$ cat src/rtl/pulse_stretch_pkg.sv
// State encodings and default timing for the pulse stretcher (50 MHz: 100 ms high, 50 ms gap).
package pulse_stretch_pkg;

    typedef enum logic [1:0] {
        ST_IDLE = 2'd0,
        ST_HIGH = 2'd1,
        ST_GAP  = 2'd2
    } state_t;

    localparam int DEF_HIGH_CYCLES  = 5000000;
    localparam int DEF_GAP_CYCLES   = 2500000;
    localparam int DEF_COUNTERWIDTH = 32;
    localparam int DEF_QUEUE_WIDTH  = 4;

endpackage

$ cat src/rtl/pulse_stretcher_if.sv
// Event strobe in, stretched level plus status out; master drives events, slave is the stretcher.
interface pulse_stretcher_if #(
    parameter int QUEUE_WIDTH = pulse_stretch_pkg::DEF_QUEUE_WIDTH
);
    logic                   pulse_in;
    logic                   clr_overflow;
    logic                   stretch_out;
    logic                   busy;
    logic [QUEUE_WIDTH-1:0] pending;
    logic                   overflow;

    modport master (
        output pulse_in, clr_overflow,
        input  stretch_out, busy, pending, overflow
    );

    modport slave (
        input  pulse_in, clr_overflow,
        output stretch_out, busy, pending, overflow
    );
endinterface

$ cat src/rtl/pulse_stretcher_cycle_timer.sv
// Saturating up-counter with synchronous clear; done is high while count has reached last.
// Shared by the HIGH and GAP phases, so last is switched by the caller per phase.
module cycle_timer #(
    parameter int COUNTERWIDTH = 32
) (
    input  logic                    clk_50MHz,
    input  logic                    rst,
    input  logic                    clr,
    input  logic [COUNTERWIDTH-1:0] last,
    output logic                    done
);

    logic [COUNTERWIDTH-1:0] count;

    always_ff @(posedge clk_50MHz or posedge rst) begin
        if (rst) begin
            count <= '0;
        end else if (clr) begin
            count <= '0;
        end else if (count != last) begin
            count <= count + COUNTERWIDTH'(1);
        end
    end

    assign done = (count == last);

endmodule

$ cat src/rtl/pulse_stretcher.sv
// Stretches 1-cycle events into HIGH_CYCLES high + GAP_CYCLES low windows, 1-cycle latency, no backpressure:
// events arriving while busy are queued when STRETCH_QUEUE_EN is defined, otherwise dropped and flagged in overflow.
module pulse_stretcher
    import pulse_stretch_pkg::*;
#(
    parameter int HIGH_CYCLES  = DEF_HIGH_CYCLES,
    parameter int GAP_CYCLES   = DEF_GAP_CYCLES,
    parameter int COUNTERWIDTH = DEF_COUNTERWIDTH,
    parameter int QUEUE_WIDTH  = DEF_QUEUE_WIDTH
) (
    input  logic              clk_50MHz,
    input  logic              rst,
    pulse_stretcher_if.slave  bus
);

    localparam logic [COUNTERWIDTH-1:0] HIGH_LAST = COUNTERWIDTH'(HIGH_CYCLES - 1);
    localparam logic [COUNTERWIDTH-1:0] GAP_LAST  = COUNTERWIDTH'(GAP_CYCLES - 1);

    state_t                  state_q, state_nxt;
    logic                    stretch_q, stretch_nxt;
    logic                    busy_q, busy_nxt;
    logic                    ovf_q, ovf_nxt;
    logic [QUEUE_WIDTH-1:0]  pending_q;
    logic                    evt, enq, lost, deq;
    logic                    tmr_clr, tmr_done;
    logic [COUNTERWIDTH-1:0] tmr_last;

    assign evt = bus.pulse_in && (state_q != ST_IDLE);

`ifdef STRETCH_QUEUE_EN
    assign enq = evt && (pending_q != '1);

    // A simultaneous enqueue and dequeue leaves the count untouched.
    always_ff @(posedge clk_50MHz or posedge rst) begin
        if (rst) begin
            pending_q <= '0;
        end else if (enq && !deq) begin
            pending_q <= pending_q + QUEUE_WIDTH'(1);
        end else if (deq && !enq) begin
            pending_q <= pending_q - QUEUE_WIDTH'(1);
        end
    end
`else
    assign enq       = 1'b0;
    assign pending_q = '0;
`endif

    assign lost = evt && !enq;
    // An event landing on the last gap cycle is consumed at once, so it can start the next window.
    assign deq  = (state_q == ST_GAP) && tmr_done && ((pending_q != '0) || enq);

    assign tmr_last = (state_q == ST_HIGH) ? HIGH_LAST : GAP_LAST;
    assign tmr_clr  = (state_q == ST_IDLE) || tmr_done;

    cycle_timer #(
        .COUNTERWIDTH (COUNTERWIDTH)
    ) u_timer (
        .clk_50MHz (clk_50MHz),
        .rst       (rst),
        .clr       (tmr_clr),
        .last      (tmr_last),
        .done      (tmr_done)
    );

    always_comb begin
        state_nxt   = state_q;
        stretch_nxt = stretch_q;
        busy_nxt    = busy_q;
        ovf_nxt     = ovf_q;
        case (state_q)
            ST_IDLE: if (bus.pulse_in) state_nxt = ST_HIGH;
            ST_HIGH: if (tmr_done)     state_nxt = ST_GAP;
            ST_GAP:  if (tmr_done)     state_nxt = deq ? ST_HIGH : ST_IDLE;
            default:                   state_nxt = ST_IDLE;
        endcase
        stretch_nxt = (state_nxt == ST_HIGH);
        busy_nxt    = (state_nxt != ST_IDLE);
        if (lost) begin
            ovf_nxt = 1'b1;
        end else if (bus.clr_overflow) begin
            ovf_nxt = 1'b0;
        end
    end

    always_ff @(posedge clk_50MHz or posedge rst) begin
        if (rst) begin
            state_q   <= ST_IDLE;
            stretch_q <= 1'b0;
            busy_q    <= 1'b0;
            ovf_q     <= 1'b0;
        end else begin
            state_q   <= state_nxt;
            stretch_q <= stretch_nxt;
            busy_q    <= busy_nxt;
            ovf_q     <= ovf_nxt;
        end
    end

    assign bus.stretch_out = stretch_q;
    assign bus.busy        = busy_q;
    assign bus.pending     = pending_q;
    assign bus.overflow    = ovf_q;

endmodule

$ cat src/flat_wrapper.sv
// flat-port wrapper written by rule: the top's interface ports become plain ports
module pulse_stretcher_flat import pulse_stretch_pkg::*;
#(
    parameter int HIGH_CYCLES  = DEF_HIGH_CYCLES,
    parameter int GAP_CYCLES   = DEF_GAP_CYCLES,
    parameter int COUNTERWIDTH = DEF_COUNTERWIDTH,
    parameter int QUEUE_WIDTH  = DEF_QUEUE_WIDTH
)
  (clk_50MHz, rst, bus_pulse_in, bus_clr_overflow, bus_stretch_out, bus_busy, bus_pending, bus_overflow);
  pulse_stretcher_if #(.QUEUE_WIDTH(QUEUE_WIDTH)) bus_i ();
  input  logic clk_50MHz;
  input  logic rst;
  input wire logic [$bits(bus_i.pulse_in)-1:0] bus_pulse_in;
  input wire logic [$bits(bus_i.clr_overflow)-1:0] bus_clr_overflow;
  output wire logic [$bits(bus_i.stretch_out)-1:0] bus_stretch_out;
  output wire logic [$bits(bus_i.busy)-1:0] bus_busy;
  output wire logic [$bits(bus_i.pending)-1:0] bus_pending;
  output wire logic [$bits(bus_i.overflow)-1:0] bus_overflow;
  assign bus_i.pulse_in = bus_pulse_in;
  assign bus_i.clr_overflow = bus_clr_overflow;
  assign bus_stretch_out = bus_i.stretch_out;
  assign bus_busy = bus_i.busy;
  assign bus_pending = bus_i.pending;
  assign bus_overflow = bus_i.overflow;
  pulse_stretcher #(.HIGH_CYCLES(HIGH_CYCLES), .GAP_CYCLES(GAP_CYCLES), .COUNTERWIDTH(COUNTERWIDTH), .QUEUE_WIDTH(QUEUE_WIDTH)) u_core (.clk_50MHz(clk_50MHz), .rst(rst), .bus(bus_i));
endmodule
$ cat config.mk
export PLATFORM = sky130hd
export DESIGN_NAME = pulse_stretcher_flat
export DESIGN_NICKNAME = d
export VERILOG_FILES = /design/src/rtl/pulse_stretch_pkg.sv /design/src/rtl/pulse_stretcher_if.sv /design/src/rtl/pulse_stretcher_cycle_timer.sv /design/src/rtl/pulse_stretcher.sv /design/src/flat_wrapper.sv
export SDC_FILE = /design/constraint.sdc
export NUM_CORES = 1
export LEC_CHECK = 0
export ABC_AREA = 1
export ABC_CLOCK_PERIOD_IN_PS = 2850
export BUFFER_PORTS_ARGS = -buffer_cell sky130_fd_sc_hd__buf_4
export CAP_MARGIN = 20
export CORE_MARGIN = 3
export CORE_UTILIZATION = 35
export CTS_CLUSTER_DIAMETER = 30
export DETAILED_ROUTE_END_ITERATION = 10
export PLACE_DENSITY = 0.5
export REMOVE_ABC_BUFFERS = 1
export SYNTH_ARGS = -nofsm -noshare
export SYNTH_HDL_FRONTEND = slang
export SYNTH_SLANG_ARGS = --single-unit
$ cat constraint.sdc
create_clock -name clk_50MHz -period 2.85 [get_ports clk_50MHz]
set_input_delay 0.4275 -clock clk_50MHz [delete_from_list [all_inputs] [get_ports clk_50MHz]]
set_output_delay 0.4275 -clock clk_50MHz [all_outputs]
set_load 0.1 [all_outputs]
# ---- After elaboration in Yosys (flattened, before gate mapping)
# Cells that the tools add are included.
dict set report word_totals {
  regBits 37
  in_bits 4
  output_inout_bits 7
}
dict set report classes {
  n_addsub 1
  eq_ne 5
  muxes 9
  reduce_logical 7
}
# operator n
set op_table {}
lappend op_table {{$mux W32} 2}
lappend op_table {{$add A32 B1 Y32 const B} 1}
lappend op_table {{$eq A32 B32 Y1} 1}
lappend op_table {{$ne A32 B32 Y1} 1}
lappend op_table {{$mux W23} 1}
lappend op_table {{$reduce_bool A2 Y1} 4}
lappend op_table {{$mux W2} 3}
lappend op_table {{$pmux W2 S3} 1}
lappend op_table {{$eq A2 B1 Y1 const B} 2}
lappend op_table {{$eq A2 B2 Y1 const B} 1}
lappend op_table {{$logic_not A2 Y1} 1}
lappend op_table {{$mux W1} 2}
lappend op_table {{$logic_and A1 B1 Y1} 1}
lappend op_table {{$logic_or A1 B1 Y1} 1}

# ---- Depth between registers and ports, before layout
dict set report logic_depth {
  ltp_word 6
  mapped_depth 11
  depth_no_buf 11
}

# ---- Cells and area by module
# A second synthesis with hierarchy kept.
dict set report unflattened {
  cells_unflattened 521
  hier_area_um2 3228.1
}
# mod n_inst cells_each area_each_um2 seq_area_each_um2
set modules_own_cells {}
lappend modules_own_cells {cycle_timer 1 490 2984.1 800.8}
lappend modules_own_cells {pulse_stretcher 1 31 244.0 125.1}

# ---- Least setup slack after synthesis
# Ideal clock, no wire load.
dict set report synth_path {
  path_kind {reg-to-reg}
  startpoint {register u_core.u_timer.count[0]}
  endpoint {register u_core.u_timer.count[21]}
  setup_time_ns 0.118
  t_arrival_ns 1.347
  path_slack_ns 1.385
  stages_incl_launch_ff 12
  n_path_buf 1
  synth_period_minus_slack_ns 1.465
  cell_sequence {dfrtp_1 -> ha_1 -> nand2_1 -> nor2_2 -> nand2_1 -> nor2_1 -> nand2_1 -> nor2_1 -> nand2_1 -> nand2_4 -> buf_6 -> nor2_1}
}
dict set report synth_via {
  elab_chain_cells 3
  elab_cells_between_ends 7
}
# item line_no
set synth_lines {}
lappend synth_lines {{start: declaration} pulse_stretcher_cycle_timer.sv:13} ;# logic [COUNTERWIDTH-1:0] count;
lappend synth_lines {{start signal: assignment} pulse_stretcher_cycle_timer.sv:21} ;# count <= count + COUNTERWIDTH'(1);
lappend synth_lines {{$add A32 B1 Y32 / $eq A32 B32 Y1 (equally long branches)} {pulse_stretcher_cycle_timer.sv:21, pulse_stretcher_cycle_timer.sv:25}}
lappend synth_lines {{$mux W32 / $logic_or A1 B1 Y1 (equally long branches)} {pulse_stretcher_cycle_timer.sv:20, pulse_stretcher.sv:53}}
lappend synth_lines {{$mux W32 / $reduce_bool A2 Y1 (equally long branches)} n/a}
# Parallel ways exist; a longest one is shown, timed or not. The select of a mux whose other input is x is not followed.
# A chain may end at the register's enable or synchronous reset.

# ---- Worst setup path after layout
dict set report layout_path {
  startpoint {register u_core.u_timer.count[9]}
  endpoint {register u_core.u_timer.count[27]}
}
# The elaborated chain is that of the path after synthesis.

==> flow_summary.yaml <==
sta:
  max_freq_mhz: 539
  report.final.hold_viol_count: 0
  finalClockSkew_ns: 0.00474
  timing_max_transition_violations_final: 0
  final.setup.tns_ns: 0
  rsz0062_at_grt: "false"
  worst_slew_margin_rel_pct: 64.7
  finalCriticalPeriod_ns: 1.86
  period_utilization_post_route_pct: 65.1
  max_slew.worst_pin.slew_ns: 0.525
  finalSetupViolCount: 0
grt:
  global_route_usage_over_all_layers_pct: 16.7
  grt_first_pass_wirelength_um: 9720
  grt_start_max_net_pins: 38
  grt_pass1_vias: 1962
  overflow_left_after_global_routing: 0
  antenna_found_initial: 0
synthesis:
  ys_types: 26
  synthesis.yosys.warnings: 0
  number_of_synthesized_register_bits: 37
  synth.yosys.seq_area_share_pct: 39.3
  syn_area_per_cell_sq_um: 6.78
  synth.cell_area_sq_um: 2350
  netlist_instances: 347
drt:
  drt_first_pass_iters: 5
  post-route-drc-count: 0
  wire_per_inst_um: 13.3
  drt.antenna.violating_nets: 0
  routed_wl_um: 5780
  count_of_vias_placed_by_the_detailed_router: 2057
  detail_route.vias_per_cell: 4.74
  drt_iter0_drc: 112
cts:
  post_cts_resize_count: 0
  cts_hold_buf: 0
  clk_transition_reported_paths_ns: 0.07
  numClockSinks: 37
  clock_latency_of_the_later_clocked_register_in_the_worst_skew_pair_ns: 0.29
  cts-root-to-sink-buffers: 2
  cts_max_level: 2
  post-cts-setup-buffer-count: 0
  number_of_buffers_added_by_the_clock_tree_synthesis_step: 5
  tritoncts: "yes"
  cts_root_buf: "clkbuf_8"
flow_run:
  maxCapViolations: 0
final_layout:
  layout.nets: 361
  most_common_library_cell_in_the_layout_ignoring_fill_and_taps: "nand2_1"
  drive_gt1_share_pct: 5.88
  antenna-diode-count: 0
  area_growth_syn_to_layout_pct: 7.28
  most-common-layout-cells: "nand2_1, nor2_1, inv_1"
critical_path:
  critical_path_end_type: "register"
  worst_setup_path_start_kind: "register"
  critical_path_peak_fanout: 4
  worstPathArrival_ns: 2.02
  required_time_of_the_worst_setup_path_ns: 3.01
  worst-setup-path-type: "register to register"
power_and_ir_drop:
  power.ir.vdd_worst_mv: 0.208
  p_clk_share_pct: 30.4
  seq_power_share_pct: 51.3
  share_of_total_power_consumed_by_net_switching_pct: 32.2
  power_per_cell_area_nw_per_um2: 464
  p_leak_nw: 1.09
  power_report.internal_total_mw: 0.794
  power.switching_mw: 0.377
  combinationalPowerShare_pct: 18.3
  p_total_mw: 1.17
placement:
  dp.final_hpwl_um: 4500
  globalplace.congestion: 0.915
  io_buffer_count: 6
floorplan:
  fp.dieH_um: 88
  floorplan.core_area_sq_um: 6420
  rows: 29
  die_width_um: 88
  die-area_sq_um: 7740
  ioPinCount: 11
  start_util_pct: 36.6
hold_path:
  worst_hold_path_type: "input pin to asynchronous set/reset pin"
status:
  outcome: "completed"
-- worst paths after layout --
| check | start | depth (start not counted) | to | slack (ns) |
|---|---|---|---|---|
| worst min register to register | u_core.u_timer.count[0] | 1 | u_core.u_timer.count[0] | 0.52 |
| min in group clk_50MHz | bus_clr_overflow | 2 | u_core.bus.overflow | 0.33 |
| worst min-delay path | rst | 3 | u_core.u_timer.count[13] | 0.24 |
| worst max register to register | u_core.u_timer.count[9] | 7 | u_core.u_timer.count[27] | 0.99 |
| worst max-delay path | u_core.u_timer.count[9] | 7 | u_core.u_timer.count[27] | 0.99 |
| max in group asynchronous | rst | 3 | u_core.u_timer.count[18] | 2.25 |
-- logic make-up (layout without fill, tap and decap cells) --
kind of cell | Yosys count | in the layout | share of synthesized area (%)
xor gates and xnor gates | 22 | 22 | 8.19
DFF | 37 | 37 | 39.3
and+or+nand+nor | 231 | 231 | 41.1
adders and majority gates | 1 | 1 | 0.532
buffers and inverters | 50 | 57 | 9.62
other | 1 | 4 | 0.159
AOI/OAI and AO/OA | 5 | 5 | 1.06
-- through the flow --
stage | cell area [sq um] | util, % | std cells | hold WS (ns) | setup WS (ns)
after floorplan | 2300 | - | 342 | 0.474 | 1.35
after global placement | 2440 | 38.1 | 426 | 0.487 | 1.09
after detailed placement | 2440 | 38.1 | 426 | 0.509 | 1.04
after CTS | 2520 | 39.3 | 434 | 0.273 | 1.02
after global routing | 2520 | 39.3 | 434 | 0.300 | 0.790
final | 2520 | 39.3 | 434 | 0.235 | 0.995
-- routing by layer --
layer	vias up	wire length, um	global-route usage (%)
met5	-	0	0
met4	0	113	5.44
met3	11	272	2.92
met2	38	2520	25.1
met1	949	2870	24.2
li1	1059	-	-
-- power groups by stage --
stage	Sequential (mW)	Combinational [mW]	Clock, mW
final	0.601	0.214	0.356
after global routing	0.609	0.242	0.390
after CTS	0.602	0.217	0.369
after detailed placement	0.612	0.216	0
after global placement	0.612	0.216	0
after floorplan	0.634	0.141	0
-- flip-flops by register name (all words and copies together) (netlist names) --
signal and cells:
u_core.bus.stretch_out 1, u_core.state_q 2, u_core.u_timer.count 32, u_core.bus.overflow 1, u_core.bus.busy 1
-- layout make-up --
type                       instances  area, sq um
timing repair buffer               7         52.6
tap                               77         96.3
fill                             714         3900
sequential                        37          926
clock buffer                       8         80.1
inverter                          42          158
multi-input combinational        263         1210
-- critical path, stage by stage (launching register included) --
cell and delay [ns]:
dfrtp_1 0.43, nand2_1 0.12, nor3_1 0.43, nand2_1 0.14, nor2_1 0.36, nand3_1 0.12, nand2_1 0.08, nor2_1 0.04
-- cell usage after synthesis --
cell type	count	area (sq um)
nand2_1	96	360
nor2_1	89	334
inv_1	41	154
dfrtp_1	37	926
nand3_1	19	95.1
xor2_1	18	158
nor3_1	12	60.1
buf_4	4	30.0
nand4_1	4	25.0
xnor2_1	4	35.0
buf_6	3	33.8
o21ai_0	3	15.0
nor2_2	2	12.5
nor2_4	2	22.5
nor3_2	2	20.0
a21oi_1	1	5.00
buf_2	1	5.00
conb_1	1	3.75
ha_1	1	12.5
inv_2	1	3.75
nand2_2	1	6.26
nand2_4	1	11.3
nand2b_1	1	6.26
nor3b_1	1	7.51
o21ai_1	1	5.00
or2_0	1	6.26
Power figures use the tool's default switching activity.
